[src/rtl/stopwatch_pkg.sv]
// Shared types and constants for the stopwatch counting stage.
// Digit limits, FSM encoding and the packed six-digit time bundle.
package stopwatch_pkg;

    typedef enum logic [1:0] {
        ST_IDLE,
        ST_RUN,
        ST_PAUSE,
        ST_LAP
    } sw_state_e;

    localparam int unsigned DIG_MAX9    = 9;
    localparam int unsigned DIG_MAX5    = 5;
    localparam int unsigned MIN_MAX_DEF = 59;

    typedef struct packed {
        logic [3:0] min_hi;
        logic [3:0] min_lo;
        logic [3:0] sec_hi;
        logic [3:0] sec_lo;
        logic [3:0] hund_hi;
        logic [3:0] hund_lo;
    } bcd_time_t;

endpackage

[src/rtl/stopwatch_core_bcd_digit_cnt.sv]
// Single BCD digit counting 0..LIMIT, wrapping to 0.
// Synchronous clear has priority over the enable.
module bcd_digit_cnt #(
    parameter int unsigned LIMIT = 9
) (
    input  logic       clk,
    input  logic       rst_n,
    input  logic       clr,
    input  logic       en,
    output logic [3:0] q,
    output logic       at_max
);

    localparam logic [3:0] LIM = 4'(LIMIT);

    logic [3:0] q_q;
    logic [3:0] q_d;

    always_comb begin
        q_d = q_q;
        if (clr) begin
            q_d = 4'd0;
        end else if (en) begin
            q_d = (q_q == LIM) ? 4'd0 : q_q + 4'd1;
        end
    end

    always_ff @(posedge clk or negedge rst_n) begin
        if (!rst_n) begin
            q_q <= 4'd0;
        end else begin
            q_q <= q_d;
        end
    end

    assign q      = q_q;
    assign at_max = (q_q == LIM);

endmodule

[src/rtl/stopwatch_core.sv]
// Stopwatch counting stage: 100 Hz edge detect, MM:SS.hh BCD chain,
// start/stop/lap FSM, lap freeze register and display mux.
module stopwatch_core
    import stopwatch_pkg::*;
#(
    parameter int unsigned MIN_MAX = MIN_MAX_DEF
) (
    input  logic       clk,
    input  logic       rst_n,
    input  logic       tick_100hz,
    input  logic       strtstop,
    input  logic       lap_load,
    output logic [3:0] hund_lo,
    output logic [3:0] hund_hi,
    output logic [3:0] sec_lo,
    output logic [3:0] sec_hi,
    output logic [3:0] min_lo,
    output logic [3:0] min_hi,
    output logic       running,
    output logic       lap_active
);

    localparam logic [3:0] MIN_LO_W = 4'(MIN_MAX % 10);

    sw_state_e state_q;
    sw_state_e state_d;
    logic      tick_q;
    bcd_time_t lap_q;
    bcd_time_t lap_d;
    bcd_time_t live;
    bcd_time_t disp;

    logic       rise;
    logic       count_en;
    logic       lap_cap;
    logic       clr_live;
    logic       wrap;
    logic       dig_clr;
    logic [5:0] en;
    logic [5:0] mx;
    logic [3:0] dq [6];

    assign rise     = tick_100hz & ~tick_q;
    assign count_en = rise & ((state_q == ST_RUN) | (state_q == ST_LAP));
    assign lap_cap  = (state_q == ST_RUN) & lap_load & ~strtstop;
    assign clr_live = (state_q == ST_PAUSE) & lap_load & ~strtstop;

    // Digit order: hund_lo, hund_hi, sec_lo, sec_hi, min_lo, min_hi
    assign en[0] = count_en;

    genvar gi;
    generate
        for (gi = 0; gi < 6; gi++) begin : g_dig
            localparam int unsigned LIM =
                (gi == 3) ? DIG_MAX5 :
                (gi == 5) ? (MIN_MAX / 10) : DIG_MAX9;

            if (gi > 0) begin : g_en
                assign en[gi] = en[gi-1] & mx[gi-1];
            end

            bcd_digit_cnt #(
                .LIMIT (LIM)
            ) u_dig (
                .clk    (clk),
                .rst_n  (rst_n),
                .clr    (dig_clr),
                .en     (en[gi]),
                .q      (dq[gi]),
                .at_max (mx[gi])
            );
        end
    endgenerate

    // Minutes may top out below 99, so the full wrap is detected here
    assign wrap    = en[4] & mx[5] & (dq[4] == MIN_LO_W);
    assign dig_clr = clr_live | wrap;

    assign live = '{
        min_hi:  dq[5],
        min_lo:  dq[4],
        sec_hi:  dq[3],
        sec_lo:  dq[2],
        hund_hi: dq[1],
        hund_lo: dq[0]
    };

    always_ff @(posedge clk or negedge rst_n) begin
        if (!rst_n) begin
            state_q <= ST_IDLE;
            tick_q  <= 1'b1;
            lap_q   <= '0;
        end else begin
            state_q <= state_d;
            tick_q  <= tick_100hz;
            lap_q   <= lap_d;
        end
    end

    always_comb begin
        state_d = state_q;
        case (state_q)
            ST_IDLE: begin
                if (strtstop) state_d = ST_RUN;
            end
            ST_RUN: begin
                if (strtstop)      state_d = ST_PAUSE;
                else if (lap_load) state_d = ST_LAP;
            end
            ST_LAP: begin
                if (strtstop)      state_d = ST_PAUSE;
                else if (lap_load) state_d = ST_RUN;
            end
            ST_PAUSE: begin
                if (strtstop)      state_d = ST_RUN;
                else if (lap_load) state_d = ST_IDLE;
            end
            default: state_d = ST_IDLE;
        endcase
    end

    always_comb begin
        lap_d = lap_q;
        unique case (1'b1)
            clr_live: lap_d = '0;
            lap_cap:  lap_d = live;
            default:  lap_d = lap_q;
        endcase
    end

    always_comb begin
        running    = 1'b0;
        lap_active = 1'b0;
        disp       = live;
        case (state_q)
            ST_RUN: begin
                running = 1'b1;
            end
            ST_LAP: begin
                running    = 1'b1;
                lap_active = 1'b1;
                disp       = lap_q;
            end
            default: begin
                running = 1'b0;
            end
        endcase
    end

    assign hund_lo = disp.hund_lo;
    assign hund_hi = disp.hund_hi;
    assign sec_lo  = disp.sec_lo;
    assign sec_hi  = disp.sec_hi;
    assign min_lo  = disp.min_lo;
    assign min_hi  = disp.min_hi;

endmodule
[config.mk]
export PLATFORM = sky130hd
export DESIGN_NAME = stopwatch_core
export DESIGN_NICKNAME = d
export VERILOG_FILES = /design/src/rtl/stopwatch_pkg.sv /design/src/rtl/stopwatch_core_bcd_digit_cnt.sv /design/src/rtl/stopwatch_core.sv
export SDC_FILE = /design/constraint.sdc
export NUM_CORES = 1
export LEC_CHECK = 0
export ABC_AREA = 1
export CAP_MARGIN = 25
export CORE_MARGIN = 10
export CORE_UTILIZATION = 45
export DETAILED_ROUTE_END_ITERATION = 12
export GPL_TIMING_DRIVEN = 0
export MAX_ROUTING_LAYER = met4
export PLACE_DENSITY = 0.66
export SLEW_MARGIN = 20
export SYNTH_ARGS = -nofsm -noshare
export SYNTH_HDL_FRONTEND = slang
export SYNTH_SLANG_ARGS = --single-unit
[constraint.sdc]
create_clock -name clk -period 1.8 [get_ports clk]
set_input_delay 0.36 -clock clk [delete_from_list [all_inputs] [get_ports clk]]
set_output_delay 0.36 -clock clk [all_outputs]
set_load 0.01 [all_outputs]
==> run_results.csv, run 1 <==
group,metric,value,unit
placed_design,gp_congestion,0.868,
sta,setup_viol,0,
global_routing,use_met1,18.1,%
clock_network,cts_sinks,51,
power_and_ir_drop,power_density,971,mW/mm2
routing,wl,7.22,mm
global_routing,grt_first_pass_wirelength,11.7,mm
clock_network,cts_max_path_buffers,2,
clock_network,cts_root_buffer,"clkbuf_8",
logic_synthesis,synth_fa_ha_area_share,5.43,%
worst_setup_path,crit_arrival,1.99,ns
routing,drc,0,
logic_synthesis,synth_edf_count,0,
global_routing,busiest_layer,"met2",
routing,wl_per_cell,15.5,um
worst_setup_path,cp_max_fo,5,
clock_network,path_clk_slew,0.09,ns
clock_network,cts_tree,"yes",
worst_setup_path,cp.required,2.00,ns
global_routing,grt_max_degree,52,
outcome,outcome,"finished clean",
floorplanning,die_h,98.4,um
logic_synthesis,ys_seq_area_share,46.2,%
clock_network,insertion_delay,0.31,ns
final_layout,drive_gt1_share,27.6,%
clock_network,hold_buffers,0,
floorplanning,die_area,0.00967,mm2
logic_synthesis,synth_top_area_share,45.3,%
logic_synthesis,synth_area_leaders,"dfrtp_1 (45%), nand2_1 (8.6%), inv_1 (8.3%)",
sta,finalHoldViolations,0,
placed_design,dp_hpwl,4.54,mm
logic_synthesis,synth_flop_cell,"dfrtp_1",
final_layout,antenna_cells,0,
sta,worst_pin_slew,0.671,ns
global_routing,gr-total-overflow,0,
routing,dr.pass1.iters,4,
floorplanning,num_rows,28,
logic_synthesis,synth.mux.area_fraction,0,%
worst_setup_path,startpoint_type,"flip-flop",
clock_network,h-tree-depth,2,
power_and_ir_drop,p_leak,0.00169,uW
placed_design,io_buffer_count,30,
power_and_ir_drop,power,3400,uW
final_layout,nFillCells,541,
worst_setup_path,crit_start,"g_dig[0].u_dig.q[1]",
routing,drt_iter0_markers,105,
worst_setup_path,end_kind,"flip-flop",
job,maxCapViolCount,0,
logic_synthesis,async_flop_share,100,%
logic_synthesis,synth_cell_types,30,
sta,max_freq,558,MHz
worst_setup_path,path_class,"reg2reg",
logic_synthesis,synth-simple-area-share,20.6,%
global_routing,grt_pass1_vias,2366,
sta,skew,0.00733,ns
logic_synthesis,postSynthAreaPerCell,8.17,um2
routing,vias_per_cell,5.30,
floorplanning,core-area,0.00596,mm2
floorplanning,fp.dieW,98.4,um
placed_design,post_dp_cell_area,0.00315,mm2
logic_synthesis,synth_compound_area_share,14.4,%
logic_synthesis,netlist_area,0.00276,mm2
global_routing,use_met3,3.59,%
floorplanning,start_util,46.4,%
floorplanning,num_io_pins,31,
sta,period_minus_slack,1.79,ns
global_routing,use_met2,24.0,%
worst_setup_path,r2r_setup_slack,0.007,ns
logic_synthesis,synth_nets,355,
sta,maxSlewViolCount,0,
final_layout,fin_nets,407,
final_layout,final_area,0.00350,mm2
routing,vias,2471,
global_routing,antenna_found_initial,0,
worst_setup_path,worstReg2RegStart,"g_dig[0].u_dig.q[1]",
logic_synthesis,synthCells,338,
clock_network,numCtsBuffers,5,
power_and_ir_drop,vdd_drop_max,0.711,mV
sta,relSlewSlack,55.3,%
sta,rsz0062_at_grt,"yes",
routing,ant_nets,0,
hold_path,hold_class,"in2async",
logic_synthesis,synth-xor-area-share,2.54,%
logic_synthesis,synth_seq_cells,51,
global_routing,grtUsageTotal,14.8,%
final_layout,syn2layout_area_growth,26.7,%
logic_synthesis,yosysTopAreaCell,"dfrtp_1",
logic_synthesis,synth_top_family_by_area,"simple AND/OR/NAND/NOR gates",
logic_synthesis,yosys_warnings,0,
sta,finalCritPeriodShare,99.6,%
kinds of logic (layout without fill, tap and decap cells):
logic type | count (synthesis) | count (layout)
xor+xnor | 8 | 8
buf+inv | 75 | 128
fa+ha+maj | 12 | 12
flops | 51 | 51
simple gates | 120 | 120
compound gates | 72 | 72
cell usage in the layout, fill, tap and decap left out, drive strengths merged, types with 12 or more instances in the layout:
master / count
nand2: 67
inv: 62
dfrtp: 50
buf: 41
o21ai: 34
o22ai: 26
nor2: 22
clkbuf: 20
nand3: 17
ha: 12
power by group:
part | switching [uW] | total [uW] | internal [uW]
sequential | 188 | 1530 | 1340
combinational | 685 | 1210 | 529
clock | 379 | 657 | 278
total | 1250 | 3400 | 2150
metal layers:
| metal | vias up | wire, um |
|---|---|---|
| met5 | - | 0 |
| met4 | 0 | 61 |
| met3 | 7 | 437 |
| met2 | 54 | 3530 |
| met1 | 1211 | 3190 |
| li1 | 1199 | - |
cells in the mapped netlist (2+ instances only):
| cell type | number |
|---|---|
| nand2_1 | 63 |
| inv_1 | 61 |
| dfrtp_1 | 50 |
| o21ai_0 | 31 |
| o22ai_1 | 26 |
| nor2_1 | 19 |
| nand3_1 | 15 |
| ha_1 | 12 |
| a21oi_1 | 10 |
| nand4_1 | 9 |
| clkbuf_1 | 8 |
| xor2_1 | 6 |
| buf_2 | 3 |
| nand2_2 | 3 |
| nor3_1 | 3 |
| o21ai_1 | 3 |
| nor2_4 | 2 |
| xnor2_1 | 2 |
metrics by stage:
stage	TNS, ns	hold slack [ns]	utilization, %	cells	setup WS, ns
2_1_floorplan	0	0.0644	-	338	0.146
3_3_place_gp	-82.91	0.500	53.0	443	-1.25
3_5_place_dp	-21.42	0.442	53.0	443	-0.811
4_1_cts	-0.0501	0.104	56.1	457	-0.0150
5_1_grt	-0.903	0.114	58.8	466	-0.0837
6_report	0	0.0746	58.8	466	0.00654
state kept, by name (all words and copies together), names as in the netlist:
| signal | flops |
|---|---|
| lap_q | 24 |
| tick_q | 1 |
| g_dig.u_dig.q | 24 |
| state_q | 2 |
area by class of cell:
type	count	area, um2	area share (%)
Multi-Input combinational cell	212	1350	38.5
Inverter	62	233	6.65
Timing Repair Buffer	45	332	9.47
Tap cell	75	93.8	2.68
Buffer	13	131	3.75
Sequential cell	51	1280	36.6
Clock buffer	8	80.1	2.29
worst paths after layout:
path	cells past startpoint	to
worst max-delay path	10	g_dig[2].u_dig.q[0]
worst min-delay path	1	lap_q[2]
worst max register to register	10	g_dig[2].u_dig.q[0]
worst min register to register	2	lap_q[5]
max in group asynchronous	1	g_dig[2].u_dig.q[1]
min in group clk	1	tick_q
worst max-delay path, stage by stage (launching register included):
cell and delay [ns]:
dfrtp_2 0.46, inv_2 0.09, ha_4 0.14, nand2_4 0.06
nor2_4 0.16, nand3_4 0.13, nor2_4 0.18, nand4_4 0.13
nand2_4 0.14, clkbuf_16 0.16, nor2_2 0.03
repair_timing:
item	in CTS	in global routing
cloned	2	1
setup buffers	4	8
setup endpoints to repair	47	67
pin swaps	2	7
resized for setup	120	65
Note: power is estimated with default switching activity, not from simulation.
==> inputs of run 2 (changes only) <==
==> constraint.sdc (replaced) <==
create_clock -name clk -period 2.25 [get_ports clk]
set_input_delay 0.3375 -clock clk [delete_from_list [all_inputs] [get_ports clk]]
set_output_delay 0.3375 -clock clk [all_outputs]
set_load 0.01 [all_outputs]
==> run 2 against run 1 <==
Against the previous run: worst hold slack got worse by 0.029 ns; utilization decreased by 4.2 points; clock power decreased by 19%; non-clock buffer count decreased by 14; total power decreased by 26%; final area decreased by 7.1%; final cell count decreased by 3.0%; critical path depth decreased by 6; sequential share of layout area increased by 2.7 points; combinational power decreased by 35%; global-route usage decreased by 0.73 points.
==> run_results.csv, run 2 (synthesis results as in run 1) <==
group,metric,value,unit
sta,fin_hold_ws,0.0453,ns
placed_design,dp_hpwl,4.54,mm
routing,dr.pass1.iters,5,
final_layout,fin_nets,393,
clock_network,cts_root_buffer,"clkbuf_8",
final_layout,fin_cells,452,
sta,setup_viol,0,
clock_network,hold_buffers,0,
sta,rsz0062_at_grt,"no",
clock_network,numCtsBuffers,5,
final_layout,antenna_cells,0,
global_routing,busiest_layer,"met2",
routing,drt_iter0_markers,132,
global_routing,use_met3,3.66,%
sta,skew,0.00731,ns
routing,wl,6.54,mm
floorplanning,num_io_pins,31,
sta,max_freq,472,MHz
floorplanning,start_util,46.4,%
global_routing,use_met1,17.6,%
routing,wl_per_cell,14.5,um
power_and_ir_drop,power_density,776,mW/mm2
clock_network,insertion_delay,0.31,ns
final_layout,syn2layout_area_growth,17.7,%
final_layout,final_area,0.00325,mm2
routing,drc,0,
global_routing,grt_max_degree,52,
routing,vias_per_cell,5.17,
placed_design,gp_congestion,0.868,
final_layout,drive_gt1_share,8.22,%
global_routing,grt_pass1_vias,2271,
power_and_ir_drop,vdd_drop_max,0.609,mV
final_layout,seqCellArea,0.00128,mm2
power_and_ir_drop,swShare,35.4,%
final_layout,final_common_cell,"nand2_1",
floorplanning,die_area,0.00967,mm2
power_and_ir_drop,p_clk_share,21.0,%
job,maxCapViolCount,0,
clock_network,cts_max_path_buffers,2,
hold_path,hold_class,"in2async",
routing,vias,2337,
power_and_ir_drop,internal_power,1630,uW
placed_design,dpl.cell_count,443,
final_layout,multi_input_area,0.00118,mm2
placed_design,io_buffer_count,30,
placed_design,post_dp_cell_area,0.00315,mm2
sta,finalHoldViolations,0,
clock_network,h-tree-depth,2,
sta,relSlewSlack,56.5,%
worst_setup_path,crit_arrival,1.78,ns
global_routing,gr-total-overflow,0,
floorplanning,die_h,98.4,um
global_routing,antenna_found_initial,0,
routing,ant_nets,0,
power_and_ir_drop,sequentialPowerShare,47.8,%
power_and_ir_drop,p_leak,0.00158,uW
worst_setup_path,path_class,"reg2out",
clock_network,cts_tree,"yes",
sta,worst_pin_slew,0.652,ns
floorplanning,num_rows,28,
global_routing,use_met2,22.1,%
power_and_ir_drop,power_switching,892,uW
final_layout,nFillCells,598,
sta,finalCritPeriodShare,94.3,%
power_and_ir_drop,power,2520,uW
worst_setup_path,cp_max_fo,10,
final_layout,final_cell_mix,"nand2_1 (63), inv_1 (61), dfrtp_1 (49), o21ai_0 (29), o22ai_1 (26)",
worst_setup_path,end_kind,"primary output",
clock_network,cts_sinks,51,
worst_setup_path,cp.required,1.91,ns
global_routing,grtUsageTotal,14.1,%
floorplanning,core-area,0.00596,mm2
floorplanning,fp.dieW,98.4,um
sta,maxSlewViolCount,0,
sta,period_minus_slack,2.12,ns
clock_network,path_clk_slew,0.09,ns
worst_setup_path,startpoint_type,"flip-flop",
outcome,outcome,"finished clean",
global_routing,grt_first_pass_wirelength,11.1,mm
power_and_ir_drop,share_comb_of_total_power,31.3,%
run 2: cell count changes in the layout (fill, tap and decap cells not counted), moves of 5 or more:
cell | previous run | this run
nand2_2 | 8 | 3
clkdlybuf4s50_1 | 3 | 16
dlygate4sd2_1 | 2 | 10
o21ai_0 | 18 | 29
nand2_1 | 52 | 63
nand2_4 | 7 | 1
nor2_1 | 12 | 19
buf_2 | 22 | 5
o21ai_2 | 8 | 0
buf_4 | 13 | 5
run 2: worst paths after layout:
path                                          start             endpoint  slack, ns  cells after the start
worst max-delay path                     state_q[1]            sec_lo[3]       0.13                      4
worst min-delay path                          rst_n             lap_q[2]       0.05                      1
worst max register to register  g_dig[1].u_dig.q[0]  g_dig[3].u_dig.q[1]       0.31                     10
worst min register to register             lap_q[0]             lap_q[0]       0.53                      2
max in group asynchronous                     rst_n           state_q[0]       1.74                      1
min in group clk                         tick_100hz               tick_q       0.50                      1
run 2: critical path, stage by stage, from the launching register on:
cell             delay [ns]
dfrtp_1                0.39
nand2_1                0.11
buf_2                  0.21
o21ai_0                0.19
clkdlybuf4s50_1        0.57
run 2: repair_timing:
action                                  in CTS  in global routing
endpoints found under the setup margin      25                 16
setup buffers                                1                  0
pin swaps                                    0                  0
gates resized for setup                     18                 11
run 2: per-layer routing:
layer,vias to the layer above,wire [um]
met5,-,0
met4,0,55
met3,6,433
met2,54,3050
met1,1110,3000
li1,1167,-
run 2: power groups by stage:
stage               registers [uW]  clock network [uW]  logic (uW)
global placement              1220                   0         791
floorplan                     1190                   0         483
finish                        1200                 529         788
detailed placement            1230                   0         803
global route                  1230                 575         896
CTS                           1200                 538         800
run 2: cell type report:
class / count / share of cell area [%]
repair buffers: 31 / 9.23
well taps: 75 / 2.89
multi-input cells: 212 / 36.4
clock buffers: 8 / 2.46
inverters: 62 / 7.16
flip-flops and latches: 51 / 39.3
plain buffers: 13 / 2.50
run 2: through the flow:
step                      worst slack [ns]  setup TNS [ns]  util, %
after floorplan                      0.596               0        -
after global placement              -0.777          -41.37     53.0
after detailed placement            -0.338           -2.46     53.0
after CTS                           0.0597               0     54.4
after global routing               0.00162               0     54.6
final                                0.129               0     54.6
==> inputs of run 3 (changes only) <==
--- a/config.mk
+++ b/config.mk
@@ -12,4 +12,5 @@
 export DETAILED_ROUTE_END_ITERATION = 12
 export GPL_TIMING_DRIVEN = 0
+export HOLD_SLACK_MARGIN = 0.15
 export MAX_ROUTING_LAYER = met4
 export PLACE_DENSITY = 0.66
==> constraint.sdc (replaced) <==
create_clock -name clk -period 2.25 [get_ports clk]
set_input_delay 0.3375 -clock clk [delete_from_list [all_inputs] [get_ports clk]]
set_output_delay 0.3375 -clock clk [all_outputs]
set_load 0.1 [all_outputs]
==> run 3 against run 2 <==
Against the previous run: combinational power increased by 85%; clock-buffer cell count down 2; total power grew 33%; critical path type unchanged; clock power up 28%; sequential cell count stayed put; worst setup slack worse by 0.032 ns; utilization rose by 1.3 points; register-to-register slack barely moved; worst hold slack better by 0.44 ns; critical endpoint is now min_hi[2]; final area rose by 2.4%; sequential power about the same.
==> run_results.csv, run 3 (synthesis results as in run 1) <==
group,metric,value,unit
outcome,outcome,"finished clean",
clock_network,cts_tree,"yes",
hold_path,whs_path_depth,1,
power_and_ir_drop,power,3350,uW
placed_design,gp_congestion,0.837,
final_layout,fin_nets,393,
floorplanning,num_io_pins,31,
global_routing,grt_pass1_vias,2367,
worst_setup_path,reg2reg_depth,11,
worst_setup_path,startpoint_type,"flip-flop",
placed_design,dp_hpwl,4.63,mm
global_routing,use_met2,22.6,%
placed_design,post-place-ws,-0.955,ns
sta,fin_hold_ws,0.483,ns
worst_setup_path,crit_arrival,1.82,ns
clock_network,cts_max_path_buffers,2,
global_routing,grt_first_pass_wirelength,11.1,mm
worst_setup_path,r2r_setup_slack,0.30,ns
sta,finalHoldViolations,0,
routing,drt_iter0_markers,79,
placed_design,post_dp_cell_area,0.00323,mm2
routing,vias,2330,
worst_setup_path,cp.required,1.91,ns
worst_setup_path,path_class,"reg2out",
clock_network,path_clk_slew,0.09,ns
power_and_ir_drop,vdd_drop_max,0.703,mV
worst_setup_path,crit_chain,"nand2_1 > clkbuf_4 > clkbuf_4 > nand2_1 > o21ai_2 > buf_6",
placed_design,dpl.cell_count,443,
worst_setup_path,r2r-end,"g_dig[3].u_dig.q[1]",
final_layout,final_area,0.00333,mm2
worst_setup_path,crit_cells,6,
sta,worst_pin_slew,0.954,ns
final_layout,syn2layout_area_growth,20.5,%
routing,vias_per_cell,5.15,
worst_setup_path,slowest_stage,"dfrtp_2",
clock_network,h-tree-depth,2,
sta,fin_ws,0.0971,ns
hold_path,hold_class,"in2reg",
worst_setup_path,worstReg2RegStart,"g_dig[1].u_dig.q[1]",
floorplanning,num_rows,28,
worst_setup_path,cp_top_family,"buffers and inverters",
final_layout,final_common_cell,"nand2_1",
floorplanning,die_area,0.00967,mm2
power_and_ir_drop,power_density,1000,mW/mm2
clock_network,post-cts-setup-buffers,0,
worst_setup_path,cp_max_fo,10,
placed_design,io_buffer_count,30,
sta,rsz0062_at_grt,"no",
global_routing,gr-total-overflow,0,
worst_setup_path,end_kind,"primary output",
sta,maxSlewViolCount,0,
worst_setup_path,crit_path_max_incr_delay,0.46,ns
floorplanning,start_util,46.4,%
clock_network,insertion_delay,0.31,ns
clock_network,numCtsBuffers,5,
routing,dr.pass1.iters,4,
sta,max_freq,464,MHz
hold_path,hold_start,"tick_100hz",
sta,period_minus_slack,2.15,ns
global_routing,grtUsageTotal,14.0,%
clock_network,cts_root_buffer,"clkbuf_8",
global_routing,use_met1,17.0,%
hold_path,hold_end,"tick_q",
clock_network,cts_sinks,51,
global_routing,antenna_found_initial,0,
global_routing,use_met3,2.82,%
floorplanning,die_h,98.4,um
floorplanning,fp.dieW,98.4,um
routing,ant_nets,0,
sta,setup_viol,0,
final_layout,nFillCells,588,
final_layout,antenna_cells,0,
routing,drc,0,
global_routing,grt_max_degree,52,
worst_setup_path,critical_path_buf_inv_count,3,
sta,skew,0.0119,ns
routing,wl_per_cell,14.3,um
sta,finalCritPeriodShare,95.7,%
final_layout,final_cell_mix,"nand2_1 (63), inv_1 (61), dfrtp_1 (49), o22ai_1 (26)",
global_routing,busiest_layer,"met2",
final_layout,drive_gt1_share,20.4,%
sta,relSlewSlack,36.6,%
job,maxCapViolCount,0,
power_and_ir_drop,p_leak,0.00159,uW
final_layout,fin_cells,452,
routing,wl,6.47,mm
floorplanning,core-area,0.00596,mm2
run 3: changes by cell type in the layout (fill, tap and decap cells not counted), moves of 3 or more:
cell,delta
clkbuf_4,+5
clkdlybuf4s50_1,-13
buf_4,+9
o21ai_0,-22
clkbuf_1,-3
clkbuf_2,+3
o21ai_1,+3
dlymetal6s2s_1,-3
dlygate4sd2_1,-9
o21ai_2,+19
buf_6,+8
run 3: per-stage QoR:
stage | TNS [ns] | utilization (%)
global route | 0 | 55.9
floorplan | -1.96 | -
detailed placement | -15.00 | 54.2
global placement | -54.64 | 54.2
CTS | 0 | 55.6
finish | 0 | 55.9
run 3: metal layers:
metal,routed length (um),vias to the layer above
met3,294,10
met5,0,-
li1,-,1169
met2,3140,44
met4,102,0
met1,2940,1107
run 3: what timing repair did:
action / in CTS / in global routing
resized for setup: 159 / 8
hold buffers: 1 / 0
hold endpoints to repair: 50 / 0
endpoints found under the setup margin: 26 / 24
run 3: cell type report:
type / instances / area [um2] / area share (%)
tap: 75 / 93.8 / 2.82
timing repair buffer: 31 / 272 / 8.15
inverter: 62 / 233 / 6.99
clock inverter: 2 / 35.0 / 1.05
multi-input combinational: 212 / 1260 / 37.7
sequential: 51 / 1280 / 38.4
buffer: 13 / 78.8 / 2.37
clock buffer: 6 / 82.6 / 2.48
run 3: how the worst max path moves through the flow:
stage	endpoint	start
5_1_grt	min_lo[3]	state_q[0]
4_1_cts	min_lo[1]	state_q[0]
3_5_place_dp	min_hi[2]	state_q[0]
3_3_place_gp	min_hi[2]	state_q[0]
2_1_floorplan	hund_lo[0]	state_q[0]
6_report	min_hi[2]	state_q[0]
run 3: where the power goes:
group | switching, uW | total [uW] | internal, uW | leakage (uW)
combinational | 1100 | 1460 | 358 | 0.000838
sequential | 139 | 1210 | 1070 | 0.000690
clock | 316 | 676 | 360 | 0.0000612
